## config.mk

```make
export PLATFORM = sky130hd
export DESIGN_NAME = sar_scan_controller
export DESIGN_NICKNAME = d
export VERILOG_FILES = /design/src/rtl/sar_scan_pkg.sv /design/src/rtl/sar_scan_controller_tick_divider.sv /design/src/rtl/sar_scan_controller.sv
export SDC_FILE = /design/constraint.sdc
export NUM_CORES = 1
export LEC_CHECK = 0
export BUFFER_PORTS_ARGS = -buffer_cell sky130_fd_sc_hd__buf_2
export CORE_ASPECT_RATIO = 0.8
export CORE_MARGIN = 10
export CORE_UTILIZATION = 44
export DETAILED_ROUTE_END_ITERATION = 6
export HOLD_SLACK_MARGIN = 0.02
export SKIP_LAST_GASP = 1
export SLEW_MARGIN = 5
export SYNTH_ARGS = -nofsm -noshare
export SYNTH_HDL_FRONTEND = slang
export SYNTH_SLANG_ARGS = --single-unit
export TNS_END_PERCENT = 100
```

## constraint.sdc

```tcl
create_clock -name clk -period 3.87 [get_ports clk]
set_clock_uncertainty 0.2 [all_clocks]
set_input_delay 0.387 -clock clk [delete_from_list [all_inputs] [get_ports clk]]
set_output_delay 0.387 -clock clk [all_outputs]
set_load 0.1 [all_outputs]
```

## src/rtl/sar_scan_pkg.sv

```systemverilog
// Shared types and helpers for the SAR scan controller.
//   state_e          : controller FSM states
//   MAX_CH           : upper bound on channel count the search helper handles
//   ch_width()       : channel-select width for a given channel count (min 1)
//   CH_W             : channel-select width for the default channel count
//   next_enabled_ch(): round-robin channel search, returns -1 when none found
package sar_scan_pkg;

  typedef enum logic [1:0] {IDLE, SAMPLE, CONVERT} state_e;

  localparam int MAX_CH   = 32;
  localparam int N_CH_DEF = 4;

  function automatic int ch_width(input int n);
    return (n > 1) ? $clog2(n) : 1;
  endfunction

  localparam int CH_W = ch_width(N_CH_DEF);

  // Lowest enabled channel strictly above cur; if none and wrap is set, the
  // lowest enabled channel at or below cur (so a single enabled channel maps
  // to itself). cur = -1 yields the lowest enabled channel overall.
  function automatic int next_enabled_ch(input logic [MAX_CH-1:0] mask,
                                         input int cur, input logic wrap);
    int hi, lo;
    hi = -1;
    lo = -1;
    // Descending scan so the last hit in each half is the smallest index.
    for (int i = MAX_CH - 1; i >= 0; i--) begin
      if (mask[i]) begin
        if (i > cur) hi = i;
        else         lo = i;
      end
    end
    if (hi >= 0) return hi;
    return wrap ? lo : -1;
  endfunction

endpackage

```

## src/rtl/sar_scan_controller_tick_divider.sv

```systemverilog
// Programmable clock-enable generator.
//   clk, reset : system clock, synchronous active-high reset
//   clear      : restart the count at 0 (takes priority over enable)
//   enable     : counter advances only while set
//   div_value  : divisor, 0 is treated as 1
//   tick       : high in the cycle the count reaches divisor-1
module tick_divider #(
  parameter int DIV_W = 16
) (
  input  logic             clk,
  input  logic             reset,
  input  logic             clear,
  input  logic             enable,
  input  logic [DIV_W-1:0] div_value,
  output logic             tick
);

  logic [DIV_W-1:0] cnt_q;
  logic [DIV_W-1:0] last;

  assign last = (div_value == '0) ? '0 : div_value - 1'b1;
  assign tick = enable && !clear && (cnt_q == last);

  always_ff @(posedge clk) begin
    if (reset || clear) cnt_q <= '0;
    else if (enable)    cnt_q <= tick ? '0 : cnt_q + 1'b1;
  end

endmodule

```

## src/rtl/sar_scan_controller.sv

```systemverilog
// Multi-channel SAR conversion controller with clock-enable divider,
// round-robin channel scan and valid/ready result port.
//   clk, reset          : system clock, synchronous active-high reset
//   start_i, stop_i     : begin scan (IDLE only) / finish current conversion
//   continuous_i        : repeat scan vs single pass (latched at start)
//   div_value_i         : tick divisor (latched at start)
//   ch_mask_i           : enabled channels (latched at start)
//   comp_in_i           : comparator, 1 = Vin >= dac_code
//   sample_hold_o, ch_sel_o, dac_code_o : analog front-end controls
//   busy_o, eoc_o       : activity and end-of-conversion pulse
//   result_*            : result port, held until result_ready_i
//   overrun_o           : sticky, a result was overwritten unread
module sar_scan_controller
  import sar_scan_pkg::*;
#(
  parameter int N_BITS       = 10,
  parameter int N_CH         = N_CH_DEF,
  parameter int DIV_W        = 16,
  parameter int SAMPLE_TICKS = 2
) (
  input  logic                        clk,
  input  logic                        reset,
  input  logic                        start_i,
  input  logic                        stop_i,
  input  logic                        continuous_i,
  input  logic [DIV_W-1:0]            div_value_i,
  input  logic [N_CH-1:0]             ch_mask_i,
  input  logic                        comp_in_i,
  output logic                        sample_hold_o,
  output logic [ch_width(N_CH)-1:0]   ch_sel_o,
  output logic [N_BITS-1:0]           dac_code_o,
  output logic                        busy_o,
  output logic                        eoc_o,
  output logic [N_BITS-1:0]           result_data_o,
  output logic [ch_width(N_CH)-1:0]   result_ch_o,
  output logic                        result_valid_o,
  input  logic                        result_ready_i,
  output logic                        overrun_o
);

  localparam int CHW = ch_width(N_CH);
  localparam int STW = (SAMPLE_TICKS > 1) ? $clog2(SAMPLE_TICKS) : 1;
  localparam int BW  = $clog2(N_BITS);

  state_e            state_q;
  logic [DIV_W-1:0]  div_q;
  logic [N_CH-1:0]   mask_q;
  logic              cont_q, stop_q;
  logic [CHW-1:0]    ch_q;
  logic [N_BITS-1:0] dac_q;
  logic [BW-1:0]     bit_q;
  logic [STW-1:0]    samp_q;
  logic              eoc_q, rvalid_q, overrun_q;
  logic [N_BITS-1:0] rdata_q;
  logic [CHW-1:0]    rch_q;

  logic              busy, tick, start_acc, stop_now;
  logic [N_BITS-1:0] bit_mask, code_d;
  int                first_ch, wrap_ch, fwd_ch;

  assign busy      = (state_q != IDLE);
  assign start_acc = (state_q == IDLE) && start_i && (ch_mask_i != '0);
  assign stop_now  = stop_q || stop_i;

  tick_divider #(.DIV_W(DIV_W)) u_div (
    .clk       (clk),
    .reset     (reset),
    .clear     (start_acc),
    .enable    (busy),
    .div_value (div_q),
    .tick      (tick)
  );

  always_comb begin
    bit_mask = N_BITS'(1) << bit_q;
    // Keep or drop the trial bit, then try the next lower one. For bit 0 the
    // shifted mask is empty, so code_d is the final result.
    code_d   = (comp_in_i ? dac_q : (dac_q & ~bit_mask)) | (bit_mask >> 1);
    first_ch = next_enabled_ch(MAX_CH'(ch_mask_i), -1, 1'b0);
    wrap_ch  = next_enabled_ch(MAX_CH'(mask_q), int'(ch_q), 1'b1);
    fwd_ch   = next_enabled_ch(MAX_CH'(mask_q), int'(ch_q), 1'b0);
  end

  always_ff @(posedge clk) begin
    if (reset) begin
      state_q   <= IDLE;
      div_q     <= '0;
      mask_q    <= '0;
      cont_q    <= 1'b0;
      stop_q    <= 1'b0;
      ch_q      <= '0;
      dac_q     <= '0;
      bit_q     <= '0;
      samp_q    <= '0;
      eoc_q     <= 1'b0;
      rvalid_q  <= 1'b0;
      rdata_q   <= '0;
      rch_q     <= '0;
      overrun_q <= 1'b0;
    end else begin
      eoc_q <= 1'b0;
      if (rvalid_q && result_ready_i) rvalid_q <= 1'b0;
      case (state_q)
        IDLE: if (start_acc) begin
          div_q   <= div_value_i;
          mask_q  <= ch_mask_i;
          cont_q  <= continuous_i;
          stop_q  <= 1'b0;
          ch_q    <= CHW'(first_ch);
          samp_q  <= '0;
          dac_q   <= '0;
          state_q <= SAMPLE;
        end
        SAMPLE: begin
          if (stop_i) stop_q <= 1'b1;
          if (tick) begin
            if (samp_q == STW'(SAMPLE_TICKS - 1)) begin
              samp_q  <= '0;
              dac_q   <= N_BITS'(1) << (N_BITS - 1);
              bit_q   <= BW'(N_BITS - 1);
              state_q <= CONVERT;
            end else begin
              samp_q <= samp_q + 1'b1;
            end
          end
        end
        CONVERT: begin
          if (stop_i) stop_q <= 1'b1;
          if (tick) begin
            dac_q <= code_d;
            bit_q <= bit_q - 1'b1;
            if (bit_q == '0) begin
              eoc_q    <= 1'b1;
              rdata_q  <= code_d;
              rch_q    <= ch_q;
              // Overrides the accept-clear above: a completion coinciding
              // with an accept leaves valid high with fresh data.
              rvalid_q <= 1'b1;
              if (rvalid_q && !result_ready_i) overrun_q <= 1'b1;
              dac_q    <= '0;
              stop_q   <= 1'b0;
              if (stop_now) begin
                state_q <= IDLE;
              end else if (cont_q) begin
                ch_q    <= CHW'(wrap_ch);
                state_q <= SAMPLE;
              end else if (fwd_ch >= 0) begin
                ch_q    <= CHW'(fwd_ch);
                state_q <= SAMPLE;
              end else begin
                state_q <= IDLE;
              end
            end
          end
        end
        default: state_q <= IDLE;
      endcase
    end
  end

  assign sample_hold_o  = (state_q == SAMPLE);
  assign busy_o         = busy;
  assign ch_sel_o       = ch_q;
  assign dac_code_o     = dac_q;
  assign eoc_o          = eoc_q;
  assign result_data_o  = rdata_q;
  assign result_ch_o    = rch_q;
  assign result_valid_o = rvalid_q;
  assign overrun_o      = overrun_q;

endmodule

```

==> metrics <==
outcome finished, final reports clean; fmax approximately 280 MHz; Critical-path top delay cell or4_4; PwrDens ~550 nW/um2; vias in the first global route between 3,000 and 4,000; Synth warnings 0; Levels on crit path 10; Pint roughly 0.0016 W; Worst Setup End Kind register; R2R Path Start div_q[2]; Worst-Skew Late Latency about 0.34 ns; drt pass-1 iters 5; routed via count about 4,300; area leader, netlist dfxtp_1; most common cell in the netlist nand2_1; clk buf depth 2; initial antenna violation count 0; GRT Total Usage 0.180; max-cap violations 0; first-pass GRT wire length 21.1 mm; WL per Instance roughly 17 um; CTS resizes 0; synth top area cells dfxtp_1 33%, nand2_1 7.4%, nor2_1 5.9%, mux2i_1 5.7%, a21oi_1 5.0%; hold buffers post-CTS 0; layout cell share with drive strength beyond 1 0.176; Row Count 32; final hold viol count 0; unrepaired setup endpoints after global routing false; htree depth 3; Setup Slack @ Placement 0.342 ns; CP cell instances or4_4, or4_4, xor2_2, or3_1, and4_1, and4_4, a31o_4, nand3_2, buf_4, mux2i_1; Syn Area/Cell slightly below 8 um2; number of setup buffers added after CTS 0; CP max FO 9; Sink Count 72; count of final setup violators 0; Lkg Pwr roughly 2.1 nW; IO Pins between 50 and 60; Overflow after GRT 0; clock slew at reported path FFs about 0.06 ns; switching part of the total 0.414; share of flip-flops with an asynchronous set or reset 0; Mapped Cells about 560; R2R depth 10; Critical Path Most Common Cell or4_4; final worst path period share 0.922; chip height ~110 um; Final Critical Period between 3 and 4 ns; worst vdd ir 362 uV; clock power share 0.271; Arr. time, crit path roughly 3.6 ns; register area share after synthesis 0.326; DRT Wirelength 12.9 mm; Sequential Power Share 0.310; mapped cell area 4420 um2; n_diodes 0; Finished Layout Cells ~760; HP Class in -> reg; Final Slew Violations 0; TNS Setup 0 ns; WS Path Type reg -> reg; CTS Root Cell clkbuf_16; WHS Path Cells 3; Sw Pwr around 0.0012 W; CP Buf/Inv Count 1; synthesis-to-layout area growth 16.4%; min-delay src div_value_i[14]; pin count of the biggest net entering global routing 50; routability cong. a little over 0.9; vias per cell between 5 and 6; Top delay family on crit path simple AND/OR/NAND/NOR gates; HPWL Detailed ~9.8 mm; Initial Utilization 0.454; Largest stage delay, worst path 0.56 ns; Worst Tran Pin Value roughly 0.7 ns; First DRT Iteration DRCs 368; Cells after DPL between 700 and 800; post-synth top area share 0.326; ys flop type dfxtp_1; IO Port Bufs 55; area of the die ~14,000 um2; FF-to-FF End dac_code_o[5]; nets between 600 and 700; Post-synth top cells 87 x nand2_1, 72 x dfxtp_1, 69 x nor2_1, 44 x a21oi_1, 25 x mux2i_1; Comb pwr share 0.419; hold path endpoint div_q[14]; Critical Path Start Type register; Critical Path RT 3.94 ns; Slew HR 0.516; distinct cell type count after synthesis between 70 and 80; final worst slack 0.303 ns; reg2reg setup slack roughly 0.3 ns; CTS buffer count 9; CTS tree built; ANT nets after route 0; die width between 100 and 150 um; Post-Syn Nets about 600; DRC errors left 0; Core Region between 9000 and 10,000 um2; EDFF count, synth 0; register bit total from synthesis between 70 and 80
## cell usage in the layout (no fill, tap or decap), types with 3 or more instances in the layout
cell type,instances
buf_4,17
a21oi_1,44
buf_2,55
nor3_1,14
xor2_1,12
nor2b_1,12
inv_1,16
o221ai_1,3
nand2_1,87
or3_1,13
ha_1,11
and3_1,7
or4_1,4
a2bb2oi_1,3
a211oi_1,5
nand3b_1,5
o211ai_1,3
dfxtp_1,72
nand3_2,3
o21ai_0,9
a22o_1,8
nor4_1,5
nand4_1,8
a21boi_0,3
xnor2_1,11
or2_2,3
nand2b_1,5
a31oi_1,5
mux2i_1,25
nand3_1,19
nor2_1,69
clkbuf_16,9
## logic make-up (layout without fill, tap and decap cells)
family	Yosys count	in the layout	share of synthesized area
AND/OR/NAND/NOR	268	268	0.300
AO/OA/AOI/OAI	113	113	0.184
XOR/XNOR	25	25	0.0544
buffers and inverters	46	106	0.0450
adder cells (fa/ha/maj)	11	11	0.0311
multiplexers	26	26	0.0592
flip-flops	72	72	0.326
## worst max-delay path by stage
stage,startpoint,endpoint,slack [ns]
after floorplan,div_q[2],result_ch_o[1],0.61
after global placement,div_q[6],bit_q[2],0.39
after detailed placement,div_q[2],dac_code_o[5],0.34
after CTS,div_q[2],dac_code_o[5],0.32
after global routing,div_q[0],dac_code_o[1],0.06
final,div_q[2],dac_code_o[5],0.30
## routing by layer
layer  global-route usage  wire (um)
met3               0.0538        950
met4               0.0499         92
met5                    0          0
met2                0.241       5280
met1                0.268       6600
## power groups by stage
stage | Combinational [W] | Sequential (W) | Clock [W]
finish | 0.00118 | 0.000871 | 0.000760
global route | 0.00128 | 0.000880 | 0.000813
CTS | 0.00116 | 0.000869 | 0.000777
detailed placement | 0.00115 | 0.000883 | 0
global placement | 0.00115 | 0.000882 | 0
floorplan | 0.000857 | 0.000889 | 0
## registers in the layout (all words and copies together), names as in the netlist
register        count
samp_q              1
result_ch_o         2
result_data_o      10
bit_q               4
mask_q              4
div_q              16
result_valid_o      1
stop_q              1
u_div.cnt_q        16
cont_q              1
eoc_o               1
ch_sel_o            2
state_q             2
dac_code_o         10
overrun_o           1
## cell type report
class / instances / area [um2]
clock buffer: 11 / 233
clock inverter: 5 / 33.8
fill: 954 / 4590
inverter: 17 / 63.8
multi-input combinational: 443 / 2780
sequential: 72 / 1440
tap: 136 / 170
timing repair buffer: 73 / 423
## worst reg2reg max path, stage by stage, from the launching register on
cell	delay [ns]
dfxtp_1	0.39
or4_4	0.56
or4_4	0.55
xor2_2	0.20
or3_1	0.37
and4_1	0.22
and4_4	0.17
a31o_4	0.26
nand3_2	0.13
buf_4	0.23
mux2i_1	0.22
## per-stage QoR
step	area (um2)	hold slack, ns	total power (W)	utilization
floorplan	4420	0.250	0.00175	-
global placement	4880	0.250	0.00203	0.501
detailed placement	4880	0.261	0.00204	0.501
CTS	5140	0.0721	0.00281	0.529
global route	5140	0.0776	0.00298	0.529
finish	5140	0.0755	0.00281	0.529
No activity file was read; power rests on OpenSTA's default activity.
